`config.mk`:
```
export PLATFORM = sky130hd
export DESIGN_NAME = spi_flash_loader
export DESIGN_NICKNAME = d
export VERILOG_FILES = /design/src/rtl/spi_flash_loader.sv
export SDC_FILE = /design/constraint.sdc
export NUM_CORES = 1
export LEC_CHECK = 0
export ABC_CLOCK_PERIOD_IN_PS = 2380
export CORE_ASPECT_RATIO = 1.2
export CORE_MARGIN = 5
export CORE_UTILIZATION = 25
export DETAILED_ROUTE_END_ITERATION = 6
export PLACE_DENSITY = 0.42
export SYNTH_ARGS = -nofsm -noshare
export SYNTH_HDL_FRONTEND = slang
export SYNTH_SLANG_ARGS = --single-unit
export TNS_END_PERCENT = 20
```
`constraint.sdc`:
```
create_clock -name C25M -period 2.38 [get_ports C25M]
set_clock_uncertainty 0.05 [all_clocks]
set_input_delay 0.238 -clock C25M [delete_from_list [all_inputs] [get_ports C25M]]
set_output_delay 0.238 -clock C25M [all_outputs]
set_load 0.02 [all_outputs]
```
`src/rtl/spi_flash_loader.sv`:
```
// Streams a contiguous flash image using dual-output fast read and hands it out one byte
// at a time over a valid/ready handshake, with the byte offset alongside each byte.
//
//   state  | meaning
//   sIdle  | flash deselected, waiting for Start
//   sCmd   | shifting the read opcode out on MOSI
//   sAddr  | shifting the 24-bit flash address out on MOSI
//   sDummy | dummy cells, IO0 released to the flash
//   sData  | collecting bit pairs into bytes, handing bytes to the consumer
//   sDone  | one-cycle Done pulse, flash deselected
module spi_flash_loader #(
    parameter logic [7:0] CMD   = 8'h3B,
    parameter int         DUMMY = 8
) (
    input  logic        C25M,
    input  logic        RES,
    input  logic        Start,
    input  logic [23:0] BaseAddr,
    input  logic [15:0] Len,
    output logic        nFCS,
    output logic        FCK,
    output logic        MOSIout,
    output logic        MOSIOE,
    input  logic        MOSIin,
    input  logic        MISO,
    output logic [7:0]  LDData,
    output logic [15:0] LDAddr,
    output logic        LDValid,
    input  logic        LDReady,
    output logic        Busy,
    output logic        Done
);

    typedef enum logic [2:0] {sIdle, sCmd, sAddr, sDummy, sData, sDone} stateType;

    localparam logic [7:0] DummyLast = 8'(DUMMY - 1);

    stateType    state;
    logic        ph;
    logic [7:0]  cellCnt;
    logic [30:0] txShift;
    logic [7:0]  rxShift;
    logic        shFull;
    logic [15:0] shRemain;
    logic [15:0] accRemain;

    logic [7:0]  rxNext;
    logic        accept;

    assign rxNext = {rxShift[5:0], MISO, MOSIin};
    assign accept = LDValid && LDReady;

    always_ff @(posedge C25M) begin
        if (RES) begin
            state     <= sIdle;
            ph        <= 1'b0;
            cellCnt   <= 8'd0;
            txShift   <= 31'd0;
            rxShift   <= 8'd0;
            shFull    <= 1'b0;
            shRemain  <= 16'd0;
            accRemain <= 16'd0;
            nFCS      <= 1'b1;
            FCK       <= 1'b0;
            MOSIout   <= 1'b0;
            MOSIOE    <= 1'b0;
            LDData    <= 8'd0;
            LDAddr    <= 16'd0;
            LDValid   <= 1'b0;
            Busy      <= 1'b0;
            Done      <= 1'b0;
        end else begin
            Done <= 1'b0;
            case (state)
                sIdle: begin
                    if (Start) begin
                        if (Len == 16'd0) begin
                            state <= sDone;
                            Done  <= 1'b1;
                        end else begin
                            state     <= sCmd;
                            nFCS      <= 1'b0;
                            MOSIOE    <= 1'b1;
                            MOSIout   <= CMD[7];
                            Busy      <= 1'b1;
                            txShift   <= {CMD[6:0], BaseAddr};
                            cellCnt   <= 8'd7;
                            shRemain  <= Len;
                            accRemain <= Len;
                            LDAddr    <= 16'd0;
                            ph        <= 1'b0;
                        end
                    end
                end

                sCmd, sAddr, sDummy: begin
                    ph  <= ~ph;
                    FCK <= ~ph;
                    // Each cell ends on the edge leaving Ph=1; the next MOSI bit goes out there.
                    if (ph) begin
                        if (cellCnt != 8'd0) begin
                            cellCnt <= cellCnt - 8'd1;
                            if (state != sDummy) begin
                                MOSIout <= txShift[30];
                                txShift <= {txShift[29:0], 1'b0};
                            end
                        end else if (state == sCmd) begin
                            state   <= sAddr;
                            cellCnt <= 8'd23;
                            MOSIout <= txShift[30];
                            txShift <= {txShift[29:0], 1'b0};
                        end else if (state == sAddr) begin
                            state   <= sDummy;
                            cellCnt <= DummyLast;
                            MOSIout <= 1'b0;
                            MOSIOE  <= 1'b0;
                        end else begin
                            state   <= sData;
                            cellCnt <= 8'd3;
                        end
                    end
                end

                sData: begin
                    if (accept) begin
                        LDValid   <= 1'b0;
                        LDAddr    <= LDAddr + 16'd1;
                        accRemain <= accRemain - 16'd1;
                    end
                    if (accept && accRemain == 16'd1) begin
                        state <= sDone;
                        nFCS  <= 1'b1;
                        Done  <= 1'b1;
                        Busy  <= 1'b0;
                        FCK   <= 1'b0;
                        ph    <= 1'b0;
                    end else if (shFull) begin
                        // Clock stays frozen until the parked byte reaches the output register.
                        if (!LDValid || accept) begin
                            LDData  <= rxShift;
                            LDValid <= 1'b1;
                            shFull  <= 1'b0;
                        end
                    end else if (ph) begin
                        ph      <= 1'b0;
                        FCK     <= 1'b0;
                        rxShift <= rxNext;
                        if (cellCnt == 8'd0) begin
                            cellCnt  <= 8'd3;
                            shRemain <= shRemain - 16'd1;
                            if (!LDValid || accept) begin
                                LDData  <= rxNext;
                                LDValid <= 1'b1;
                            end else begin
                                shFull <= 1'b1;
                            end
                        end else begin
                            cellCnt <= cellCnt - 8'd1;
                        end
                    end else if (shRemain != 16'd0) begin
                        ph  <= 1'b1;
                        FCK <= 1'b1;
                    end
                end

                sDone: begin
                    state <= sIdle;
                end

                default: begin
                    state <= sIdle;
                end
            endcase
        end
    end

endmodule

```
==> results of run 1 <==
-- power by group --
| group | switching [mW] | internal, mW |
|---|---|---|
| logic | 1.93 | 1.37 |
| clock network | 0.957 | 1.56 |
| registers | 0.288 | 2.30 |
| total | 3.18 | 5.23 |
-- Yosys cell counts, types with 4 or more instances --
library cell                number  area [µm²]
sky130_fd_sc_hd__mux2i_1        17         170
sky130_fd_sc_hd__a211oi_1       16         120
sky130_fd_sc_hd__nand3_1        12        60.1
sky130_fd_sc_hd__a22oi_1         5        37.5
sky130_fd_sc_hd__o2111ai_1       6        52.6
sky130_fd_sc_hd__xor2_1         11        96.3
sky130_fd_sc_hd__or3_1           5        31.3
sky130_fd_sc_hd__o311ai_0       14         123
sky130_fd_sc_hd__nor4_1         10        62.6
sky130_fd_sc_hd__a21oi_1        73         365
sky130_fd_sc_hd__nor3b_1         4        30.0
sky130_fd_sc_hd__nor2_1         70         263
sky130_fd_sc_hd__or4_1           6        45.0
sky130_fd_sc_hd__a31oi_1        11        68.8
sky130_fd_sc_hd__a21boi_0        6        45.0
sky130_fd_sc_hd__nor3_1         23         115
sky130_fd_sc_hd__and3_1          7        43.8
sky130_fd_sc_hd__nand4_1         5        31.3
sky130_fd_sc_hd__a32o_1          5        50.1
sky130_fd_sc_hd__o211ai_1        7        52.6
sky130_fd_sc_hd__a311oi_1       26         228
sky130_fd_sc_hd__inv_1          16        60.1
sky130_fd_sc_hd__and2_1          5        31.3
sky130_fd_sc_hd__nand2_1        91         342
sky130_fd_sc_hd__o21ai_0        33         165
sky130_fd_sc_hd__buf_2           7        35.0
sky130_fd_sc_hd__o31ai_1        20         150
sky130_fd_sc_hd__clkbuf_1       40         150
sky130_fd_sc_hd__dfxtp_1       115        2300
sky130_fd_sc_hd__ha_1            5        62.6
sky130_fd_sc_hd__buf_1           7        26.3
-- metrics by stage --
| step | power, mW | hold WS (ns) | util (%) |
|---|---|---|---|
| 3_5_place_dp | 5.91 | 0.420 | 31.9 |
| 2_1_floorplan | 4.66 | 0.335 | - |
| 4_1_cts | 8.47 | 0.315 | 34.3 |
| 6_report | 8.41 | 0.325 | 34.5 |
| 3_3_place_gp | 5.86 | 0.409 | 31.9 |
| 5_1_grt | 8.97 | 0.349 | 34.5 |
-- placed cells by master, fill, tap and decap left out, types with 12 or more instances in the layout --
master and n:
sky130_fd_sc_hd__a21oi_1 73, sky130_fd_sc_hd__a211oi_1 16, sky130_fd_sc_hd__nand2_1 91, sky130_fd_sc_hd__clkbuf_16 17, sky130_fd_sc_hd__nor2_1 70, sky130_fd_sc_hd__nand3_1 12
sky130_fd_sc_hd__buf_4 62, sky130_fd_sc_hd__mux2i_1 17, sky130_fd_sc_hd__o21ai_0 32, sky130_fd_sc_hd__o31ai_1 20, sky130_fd_sc_hd__clkdlybuf4s50_1 75, sky130_fd_sc_hd__dfxtp_1 115
sky130_fd_sc_hd__inv_1 16, sky130_fd_sc_hd__nor3_1 23, sky130_fd_sc_hd__a311oi_1 26
-- worst reg2reg max path, stage by stage (launching register included) --
cell                       delay, ns
sky130_fd_sc_hd__dfxtp_1        0.35
sky130_fd_sc_hd__or3_1          0.47
sky130_fd_sc_hd__nor4_4         0.48
sky130_fd_sc_hd__a21oi_2        0.15
sky130_fd_sc_hd__a21boi_0       0.28
sky130_fd_sc_hd__mux2_2         0.37
-- routing by layer --
layer	routed length (µm)	global-route usage (%)	vias up	share of wire (%)
met4	280	4.32	0	1.4
met2	9850	24.6	120	50
met1	8570	16.6	2988	44
met3	815	3.49	18	4.2
li1	-	-	3022	-
met5	0	0	-	0
-- state kept, by name, indices dropped and copies added, names as in the netlist, 3 cells and up --
register	count
txShift	31
LDAddr	16
accRemain	16
shRemain	16
LDData	8
cellCnt	8
rxShift	8
state	3
-- layout make-up --
class	count	area (µm²)
fill	2465	15700
sequential	115	2300
clock buffer	18	439
tap	320	400
inverter	17	63.8
multi-input combinational	553	3490
clock inverter	13	136
timing repair buffer	148	1420
-- cells by family after synthesis --
family / Yosys count
xor+xnor: 12
fa+ha+maj: 5
mux: 18
flops: 115
buf+inv: 75
simple gates: 261
compound gates: 257
-- final timing paths --
check | slack (ns) | start | end | depth (start not counted)
max reg2reg | 0.12 | accRemain[4]$_SDFFE_PP0P_ | FCK$_SDFFE_PP0P_ | 5
max | 0.12 | accRemain[4]$_SDFFE_PP0P_ | FCK$_SDFFE_PP0P_ | 5
min | 0.33 | RES | state[1]$_SDFFE_PP0P_ | 4
min reg2reg | 0.42 | txShift[7]$_SDFFE_PP0P_ | txShift[8]$_SDFFE_PP0P_ | 2
-- repair_timing --
item	in CTS	in global routing
resized for setup	0	7
gates cloned	0	0
pin swaps	1	1
setup endpoints to repair	8	26
setup buffers	0	1
==> metrics list, run 1 <==
- Run status: finished, final reports clean
- Global router's overall resource usage: 13.9%
- Synth Area per Inst: 8.18 µm²
- Count of nets after finishing: 903
- Port Buffers: 76
* Number of global-route vias before repair: 6123
- Sum of buffers and inverters on the critical path: 0
- Die extent in y: 181 µm
- Antenna violations before repair: 0
- In this run, synthesis produced a sequential element count of 115.
- Data arrival at the endpoint of the critical path: 2.51 ns
- Relative max-transition margin: 48.3%
* Time the worst path needs with I/O delays and setup: 2.26 ns
- In this run the standard cell core region covers 0.0240 mm².
* Transition at the pin with the smallest max-transition slack: 0.776 ns
- Kind of launch point of the worst setup path: register
- Effective utilization at floorplan: 25.4%
- After detailed routing, the average wire length per cell comes to 16.5 µm.
* Number of clock sinks seen by CTS: 115
- Detailed-route vias per instance: 5.19
- Dominant combinational cell family by area after synthesis: compound AO/OA/AOI/OAI gates
- CTS built an H-tree with a depth of 4.
- Area post-placement: 0.00764 mm²
- TritonCTS built the clock tree.
- Via count of the routed design: 6148
* Fin crit share: 94.8%
- Power spread over the standard cell area amounts to 1020 mW/mm².
- Multiplexer fraction of the synthesized cell area: 2.98%
- Post-route DRC: 0
- 0 antenna diodes ended up in the layout.
- Data required time at the worst endpoint: 2.63 ns
- Derived from the worst setup path, the maximum achievable clock frequency is 443 MHz.
- The count of cells in the finished layout, fillers not included, comes to 1184.
- Xor/xnor cell area share of the yosys netlist: 1.73%
* Pre-antenna DRT Iters: 5
- Setup slack on the critical path of the routed design comes to 0.123 ns.
- The number of nets in the synthesized netlist is 794.
* Fraction of the yosys area taken by sequential cells: 37.9%
- Summing the areas of all compound-gate instances in the mapped netlist gives 30.1% of the synthesized area.
- During I/O placement, the number of pins put on the boundary was 77.
- Longest Clk Path Bufs: 2
- Synthesis produced a netlist whose cell count is 743.
- Row generation in the floorplan step produced 62 rows.
* HPWL reported at the end of detailed placement: 13.6 mm
* Hold-fix buffer count after cts: 0
- Overall routed net length: 19.5 mm
- Number of library cell types mapped by synthesis: 75
* Cell-by-cell trace of the critical path: or3_1, nor4_4, a21oi_2, a21boi_0, mux2_2
- DRT iter0 DRCs: 216
- Unrepaired setup endpoints after global routing: true
- Combined area of all synthesized cells: 0.00608 mm²
- Maximum number of pins on one net before global-route repair: 66
- Gp weighted congestion: 0.830
* Die Width: 152 µm
- VDD sags by at most 0.000527 V.
- The tool flagged a number of max-cap violations equal to 0.
- Share of async-settable or async-resettable flops after synthesis: 0%
- The number of clock buffers added by TritonCTS is 17.
* Final setup vio count: 0
* Setup Total Neg Slack: 0 ns
- The count of endpoints failing hold in the final timing report is 0.
- Simple-gate share of the synthesized area: 21.0%
- Leakage power total: 2.94 nW
- The first global-routing pass estimated 31.7 mm of wire.
* Post-synth EDFFs: 0
- Critical Path Slowest Stage Cell: sky130_fd_sc_hd__nor4_4
- Relative area change from synthesis to final layout: 35.8%
- Largest fanout on the critical path: 6
* Number of warnings printed during yosys synthesis: 0
- Setup WS pre-CTS: -0.120 ns
* CTS Root Cell: sky130_fd_sc_hd__clkbuf_16
* Leading register cell type out of synthesis: sky130_fd_sc_hd__dfxtp_1
- The setup path with the least slack is of type reg -> reg.
* Kind of capture point of the worst setup path: register
- Final slew viol count: 0
- Number of nets with antenna violations after routing: 0
* Overall overflow remaining after global route: 0
- Clock-pin slew was measured on the worst setup and hold paths at 0.06 ns.
* Worst skew pair latency: 0.42 ns
- Worst min-delay path class: in -> reg
- # placed instances: 1152
* Area enclosed by the die boundary: 0.0276 mm²
- After Yosys synthesis, full adders, half adders and majority gates account for 1.03% of the synthesized area.
* Delay of the slowest cell on the worst path: 0.48 ns
- Of the cells placed in the final design, the portion with a size suffix greater than 1 is 15.5%.
- Final standard cell area without fillers: 0.00826 mm²
* Cell family with the largest share of critical-path delay: simple AND/OR/NAND/NOR gates
Note: power is estimated with default switching activity, not from simulation.
==> run 2, diff against run 1 <==
--- a/config.mk
+++ b/config.mk
@@ -5,12 +5,12 @@
 export SDC_FILE = /design/constraint.sdc
 export NUM_CORES = 1
 export LEC_CHECK = 0
-export ABC_CLOCK_PERIOD_IN_PS = 2380
 export CORE_ASPECT_RATIO = 1.2
 export CORE_MARGIN = 5
 export CORE_UTILIZATION = 25
 export DETAILED_ROUTE_END_ITERATION = 6
 export PLACE_DENSITY = 0.42
+export REMOVE_ABC_BUFFERS = 1
 export SYNTH_ARGS = -nofsm -noshare
 export SYNTH_HDL_FRONTEND = slang
 export SYNTH_SLANG_ARGS = --single-unit
==> run 2 against run 1 <==
  * Via count decreased by 0.13%
  * Global-route usage grew 0.24 points
  * Combinational power rose by 2%
  * Critical endpoint is now state[0]$_SDFFE_PP0P_
  * Largest power group unchanged
==> metrics list, run 2 (synthesis gave the netlist of run 1 again) <==
* Run status: finished, final reports clean
- The post-route netlist has 16.5% of its cells at a drive strength greater than 1.
* Most used cells in the layout excluding fill and tap cells: sky130_fd_sc_hd__dfxtp_1, sky130_fd_sc_hd__nand2_1, sky130_fd_sc_hd__clkdlybuf4s50_1
* Die extent in y: 181 µm
- The library cell used most frequently in the layout, excluding fill and tap cells, is sky130_fd_sc_hd__dfxtp_1.
* Share of total power in sequential cells: 29.4%
* Data required time at the worst endpoint: 2.67 ns
- Largest fanout on the critical path: 6
- The path class of the tightest hold or removal check is in -> reg.
- The floorplan step defined a die boundary enclosing 0.0276 mm².
* Via count of the routed design: 6140
- Logic gate share of total power: 38.6%
- Overall overflow remaining after global route: 0
- In the routed layout, each cell is associated on average with a via count of 5.15.
- Ranked by flip-flop count, first place goes to txShift.
* Kind of capture point of the worst setup path: register
- For the finished layout, the period the worst path requires is 2.25 ns.
* Count of nets after finishing: 911
- 0 antenna diodes ended up in the layout.
- Maximum capacitance violations: 0
- The H-tree was split into 4 levels.
* Pre-antenna DRT Iters: 4
- Relative max-transition margin: 57.7%
* Sw Share: 36.6%
- R2r worst-path depth: 6
* Die Width: 152 µm
* Transition at the pin with the smallest max-transition slack: 0.629 ns
- The congestion estimate from routability-driven global placement came to 0.841.
* Wire length of the first global-routing pass: 32.5 mm
* Peak ir drop on the vdd network: 0.000520 V
- After detailed routing, the number of remaining DRC violations is 0.
- Derived from the worst setup path, the maximum achievable clock frequency is 445 MHz.
- Setup violations remaining at the end of the flow were counted as 0.
* Hold-fix buffer count after cts: 0
- Longest Clk Path Bufs: 2
* Net switching power of the design: 3.21 mW
* Flip-flop count of the largest register, all copies and words added: 31
- Dividing the detail-routed wire length by the instance count gives 16.7 µm.
* # placed instances: 1160
* Area post-placement: 0.00770 mm²
* Data arrival at the endpoint of the critical path: 2.53 ns
- Overall routed net length: 19.9 mm
- Clock-pin slew was measured on the worst setup and hold paths at 0.06 ns.
- Across all register-to-register paths, the minimum setup slack is 0.13 ns.
* Launch point of the critical path: accRemain[7]$_SDFFE_PP0P_
- The startpoint identified for the worst register-to-register timing path is accRemain[7]$_SDFFE_PP0P_.
- The internal portion of the total power is 5.55 mW.
- The count of endpoints failing hold in the final timing report is 0.
- The initial antenna violation count was 0.
- Relative area change from synthesis to final layout: 37.6%
* Port Buffers: 76
- Dividing the final minimum period by the clock period gives 94.4%.
* Power per cell area: 1050 mW/mm²
- The via count of the first global-routing pass is 6011.
- Non-filler cells, final: 1192
* Destination of the critical timing path: state[0]$_SDFFE_PP0P_
- Once layout is done, the placed cells without fillers occupy 0.00836 mm².
- DRT iter0 DRCs: 296
- Fill cells in the final layout number 2513.
* CP Class: reg -> reg
* Share of the core filled with cells: 34.9%
- TritonCTS built the clock tree.
- R2R Path End: state[0]$_SDFFE_PP0P_
* Row Count: 62
- Once the floorplan was initialized, standard cells occupied 25.4% of the core.
- Setup repair after global routing could not meet its margin everywhere.
* Kind of launch point of the worst setup path: register
- Global routing used 14.2% of the available tracks.
- Entering global routing, the biggest net connects 98 pins.
- Worst skew pair latency: 0.41 ns
- In this run the static leakage power is 3.02 nW.
* Number of nets with antenna violations after routing: 0
* Core Box Area: 0.0240 mm²
- CTS Root Cell: sky130_fd_sc_hd__clkbuf_16
- HPWL reported at the end of detailed placement: 14.0 mm
- CTS Buf Count: 17
- Share of total power in the clock network: 32.0%
- Final slew viol count: 0
- The startpoint identified for the worst hold timing path is BaseAddr[13].
* I/O pin count: 77
- Counting every sink on the clock net gives 115.
-- run 2: final cells by class --
type / instances / area [µm²] / share of cell area, %
clock buffer: 20 / 467 / 5.58
clock inverter: 11 / 175 / 2.09
inverter: 17 / 63.8 / 0.763
multi-input combinational: 553 / 3490 / 41.7
sequential: 115 / 2300 / 27.5
tap: 320 / 400 / 4.79
timing repair buffer: 156 / 1470 / 17.6
-- run 2: worst min path at each step --
stage                                          end  slack [ns]  cells past startpoint
final                     txShift[13]$_SDFFE_PP0P_        0.35                      3
after global routing       txShift[4]$_SDFFE_PP0P_        0.35                      3
after CTS                  rxShift[2]$_SDFFE_PP0P_        0.33                      3
after detailed placement  txShift[30]$_SDFFE_PP0P_        0.42                      2
after global placement    txShift[30]$_SDFFE_PP0P_        0.41                      2
after floorplan            cellCnt[0]$_SDFFE_PP0P_        0.25                      1
-- run 2: worst max-delay path, stage by stage (launching register included) --
cell,delay (ns)
sky130_fd_sc_hd__dfxtp_1,0.31
sky130_fd_sc_hd__or4_1,0.67
sky130_fd_sc_hd__nor3_4,0.34
sky130_fd_sc_hd__a21oi_2,0.13
sky130_fd_sc_hd__buf_4,0.18
sky130_fd_sc_hd__a2111o_1,0.38
sky130_fd_sc_hd__a21oi_1,0.13
-- run 2: stage by stage --
| step | setup TNS (ns) | hold slack [ns] | setup WS (ns) | total power, mW |
|---|---|---|---|---|
| floorplan | -37.54 | 0.253 | -0.802 | 4.49 |
| global placement | 0 | 0.414 | 0.0164 | 5.93 |
| detailed placement | -0.652 | 0.416 | -0.0690 | 5.96 |
| CTS | 0 | 0.331 | 0.0994 | 8.81 |
| global route | -0.273 | 0.354 | -0.0323 | 9.34 |
| finish | 0 | 0.350 | 0.134 | 8.76 |
-- run 2: what timing repair did --
item	4_1_cts	5_1_grt
buffers inserted	0	1
setup endpoints to repair	0	24
resized for setup	0	8
-- run 2: power by group through the flow --
| stage | clock network, mW | registers, mW | logic [mW] |
|---|---|---|---|
| floorplan | 0 | 2.60 | 1.89 |
| global placement | 0 | 2.60 | 3.33 |
| detailed placement | 0 | 2.61 | 3.35 |
| CTS | 2.87 | 2.57 | 3.37 |
| global route | 2.97 | 2.62 | 3.75 |
| finish | 2.80 | 2.57 | 3.38 |
-- run 2: metal layers --
metal  GRT usage, %  share of wire [%]
met5              0                  0
met4           4.42                1.5
met1           18.6                 46
met2           23.4                 48
met3           2.92                4.0
==> run 3, diff against run 2 <==
--- a/config.mk
+++ b/config.mk
@@ -8,8 +8,9 @@
 export CORE_ASPECT_RATIO = 1.2
 export CORE_MARGIN = 5
 export CORE_UTILIZATION = 25
+export CTS_BUF_LIST = sky130_fd_sc_hd__clkbuf_16
 export DETAILED_ROUTE_END_ITERATION = 6
-export PLACE_DENSITY = 0.42
+export PLACE_DENSITY = 0.43
 export REMOVE_ABC_BUFFERS = 1
 export SYNTH_ARGS = -nofsm -noshare
 export SYNTH_HDL_FRONTEND = slang
==> run 3 against run 2 <==
  * Sequential power is essentially flat
  * Largest cell class unchanged
  * Core utilization grew 0.15 points
  * Largest power group unchanged
  * Non-clock buffer count increased by 3
  * Critical path depth grew 2
  * Wire length down 0.88%
  * Sequential cell count unchanged
==> metrics list, run 3 (synthesis gave the netlist of run 1 again) <==
* Run status: finished, final reports clean
- Effective utilization at floorplan: 25.4%
- Relative area change from synthesis to final layout: 38.1%
- Die Width: 152 µm
- At the end of the flow the core is filled with cells to 35.0%.
- Relative max-transition margin: 59.6%
* Gp weighted congestion: 0.795
- Leakage power total: 3.03 nW
- R2R Path End: FCK$_SDFFE_PP0P_
- Transition at the pin with the smallest max-transition slack: 0.601 ns
- In this run the power density over the cells is 1030 mW/mm².
* Fin crit share: 94.6%
- For this run the aggregate overflow at the end of global routing stands at 0.
- Most used cells in the layout excluding fill and tap cells: sky130_fd_sc_hd__dfxtp_1, sky130_fd_sc_hd__nand2_1, sky130_fd_sc_hd__clkdlybuf4s50_1
* Sw Share: 37.8%
- Largest fanout on the critical path: 4
- After layout, the minimum clock period comes to 2.25 ns.
- For the worst-skew pair, the clock arrives at the later sink with an insertion delay of 0.42 ns.
* Filler instances: 2484
* Setup Total Neg Slack: 0 ns
- After clock tree synthesis, the setup repair step added 0 buffers.
- Once detail routing completed, the nets flagged for antenna violations numbered 0.
- The floorplan step defined a core boundary enclosing 0.0240 mm².
- Net switching power of the design: 3.28 mW
* Power Total: 8.67 mW
* Pre-antenna DRT Iters: 4
* Worst min-delay path class: in -> reg
- For the worst setup path, the data required time is 2.63 ns.
- Row generation in the floorplan step produced 62 rows.
- The library cell used most frequently in the layout, excluding fill and tap cells, is sky130_fd_sc_hd__dfxtp_1.
* HPWL reported at the end of detailed placement: 13.7 mm
- Number of global-route vias before repair: 6012
- The final count of pins violating max slew came to 0.
- In this run the register-to-register setup slack is 0.13 ns.
- The count of endpoints failing hold in the final timing report came to 0.
- The most critical setup path has its endpoint at FCK$_SDFFE_PP0P_.
* Launch point of the critical path: shRemain[0]$_SDFFE_PP0P_
- The initial antenna violation count was 1.
- TritonCTS built the clock tree.
* DRT iter0 DRCs: 339
- Across the run, the number of max-cap violations was 0.
* Number of H-tree levels: 4
* Via count of the routed design: 6001
* Peak ir drop on the vdd network: 0.000415 V
- R2r worst-path depth: 8
- Clock tree synthesis found a total of 115 sinks.
* Longest Clk Path Bufs: 2
- Kind of capture point of the worst setup path: register
- Kind of launch point of the worst setup path: register
* Port Buffers: 76
- The floorplan step defined a die boundary enclosing 0.0276 mm².
- Maximum number of pins on one net before global-route repair: 98
- Final setup vio count: 0
* Share of total power in sequential cells: 29.6%
- Worst reg2reg path startpoint: shRemain[0]$_SDFFE_PP0P_
- Logic gate share of total power: 39.0%
- The register with the most flip-flops in the layout has 31 of them.
- Share of total power in the clock network: 31.4%
* Data arrival at the endpoint of the critical path: 2.50 ns
- For this run, design rule violations remaining after detail routing come to 0.
- 0 antenna diodes ended up in the layout.
* Clock edge transition at the registers on the reported setup and hold paths: 0.07 ns
* Max Fclk: 444 MHz
- The critical path is of the reg -> reg type.
- Buffers inserted during clock tree synthesis total 17.
- Wire length of the first global-routing pass: 32.1 mm
- 77 I/O pins were placed.
- Detailed-route vias per instance: 5.02
- Across every metal layer, demand over resource in global routing totals 14.1%.
- Average wire per cell in the routed design: 16.5 µm
- Largest register by flop count: txShift
- The routed design has 19.7 mm of wire.
- The final layout contains 914 nets.
- From bottom edge to top edge, the die measures 181 µm.
* CTS Root Cell: sky130_fd_sc_hd__clkbuf_16
* Internal Pwr Total: 5.39 mW
- In the final layout, the share of cells above drive strength 1 is 16.7%.
run 3: cell types whose count changed in the layout (fill, tap and decap cells not counted), moves of 2 or more:
cell | previous run | this run
sky130_fd_sc_hd__buf_4 | 71 | 73
sky130_fd_sc_hd__inv_6 | 2 | 5
sky130_fd_sc_hd__buf_12 | 9 | 11
sky130_fd_sc_hd__o31ai_1 | 18 | 20
sky130_fd_sc_hd__clkbuf_8 | 3 | 0
sky130_fd_sc_hd__o31ai_2 | 2 | 0
sky130_fd_sc_hd__clkinv_4 | 2 | 4
run 3: timing repair:
item	in CTS	in global routing
hold buffers	0	0
setup endpoints to repair	0	45
gates resized for setup	0	10
run 3: cell type report:
cell class	count	area, µm²	share of cell area, %
inverters	17	63.8	0.760
repair buffers	159	1520	18.1
multi-input cells	553	3490	41.6
clock buffers	17	425	5.06
flip-flops and latches	115	2300	27.4
well taps	320	400	4.77
clock inverters	15	195	2.32
run 3: critical path, stage by stage, from the launching register on:
cell and delay, ns:
sky130_fd_sc_hd__dfxtp_1 0.33, sky130_fd_sc_hd__inv_1 0.08, sky130_fd_sc_hd__ha_1 0.17, sky130_fd_sc_hd__or3b_2 0.52
sky130_fd_sc_hd__nor4_4 0.24, sky130_fd_sc_hd__buf_4 0.17, sky130_fd_sc_hd__a41o_1 0.16, sky130_fd_sc_hd__a21boi_0 0.12
sky130_fd_sc_hd__mux2_2 0.30
run 3: worst min-delay path by stage:
stage / from / endpoint / slack, ns / depth (start not counted)
detailed placement: txShift[25]$_SDFFE_PP0P_ / txShift[26]$_SDFFE_PP0P_ / 0.42 / 2
finish: RES / txShift[26]$_SDFFE_PP0P_ / 0.34 / 3
floorplan: RES / cellCnt[0]$_SDFFE_PP0P_ / 0.25 / 1
global placement: txShift[21]$_SDFFE_PP0P_ / txShift[22]$_SDFFE_PP0P_ / 0.41 / 2
global route: BaseAddr[15] / txShift[15]$_SDFFE_PP0P_ / 0.33 / 3
CTS: BaseAddr[15] / txShift[15]$_SDFFE_PP0P_ / 0.32 / 3
run 3: power by group through the flow:
stage	Combinational [mW]	Clock (mW)	Sequential (mW)
6_report	3.38	2.72	2.57
3_5_place_dp	3.37	0	2.61
3_3_place_gp	3.38	0	2.61
2_1_floorplan	1.89	0	2.60
4_1_cts	3.38	2.79	2.57
5_1_grt	3.77	2.87	2.62
run 3: per-stage QoR:
| stage | hold WS [ns] | area, µm² | setup WS (ns) | cells |
|---|---|---|---|---|
| 2_1_floorplan | 0.253 | 5820 | -0.802 | 685 |
| 3_3_place_gp | 0.414 | 7750 | -0.0770 | 1164 |
| 3_5_place_dp | 0.415 | 7750 | -0.0362 | 1164 |
| 4_1_cts | 0.321 | 8380 | 0.0541 | 1196 |
| 5_1_grt | 0.332 | 8400 | -0.00768 | 1196 |
| 6_report | 0.336 | 8400 | 0.128 | 1196 |
run 3: per-layer routing:
layer | wire length (µm) | GRT usage [%] | vias to the layer above
met4 | 248 | 4.35 | 2
li1 | - | - | 3031
met1 | 9540 | 19.1 | 2836
met5 | 13 | 0 | -
met2 | 9240 | 22.7 | 113
met3 | 691 | 3.02 | 19
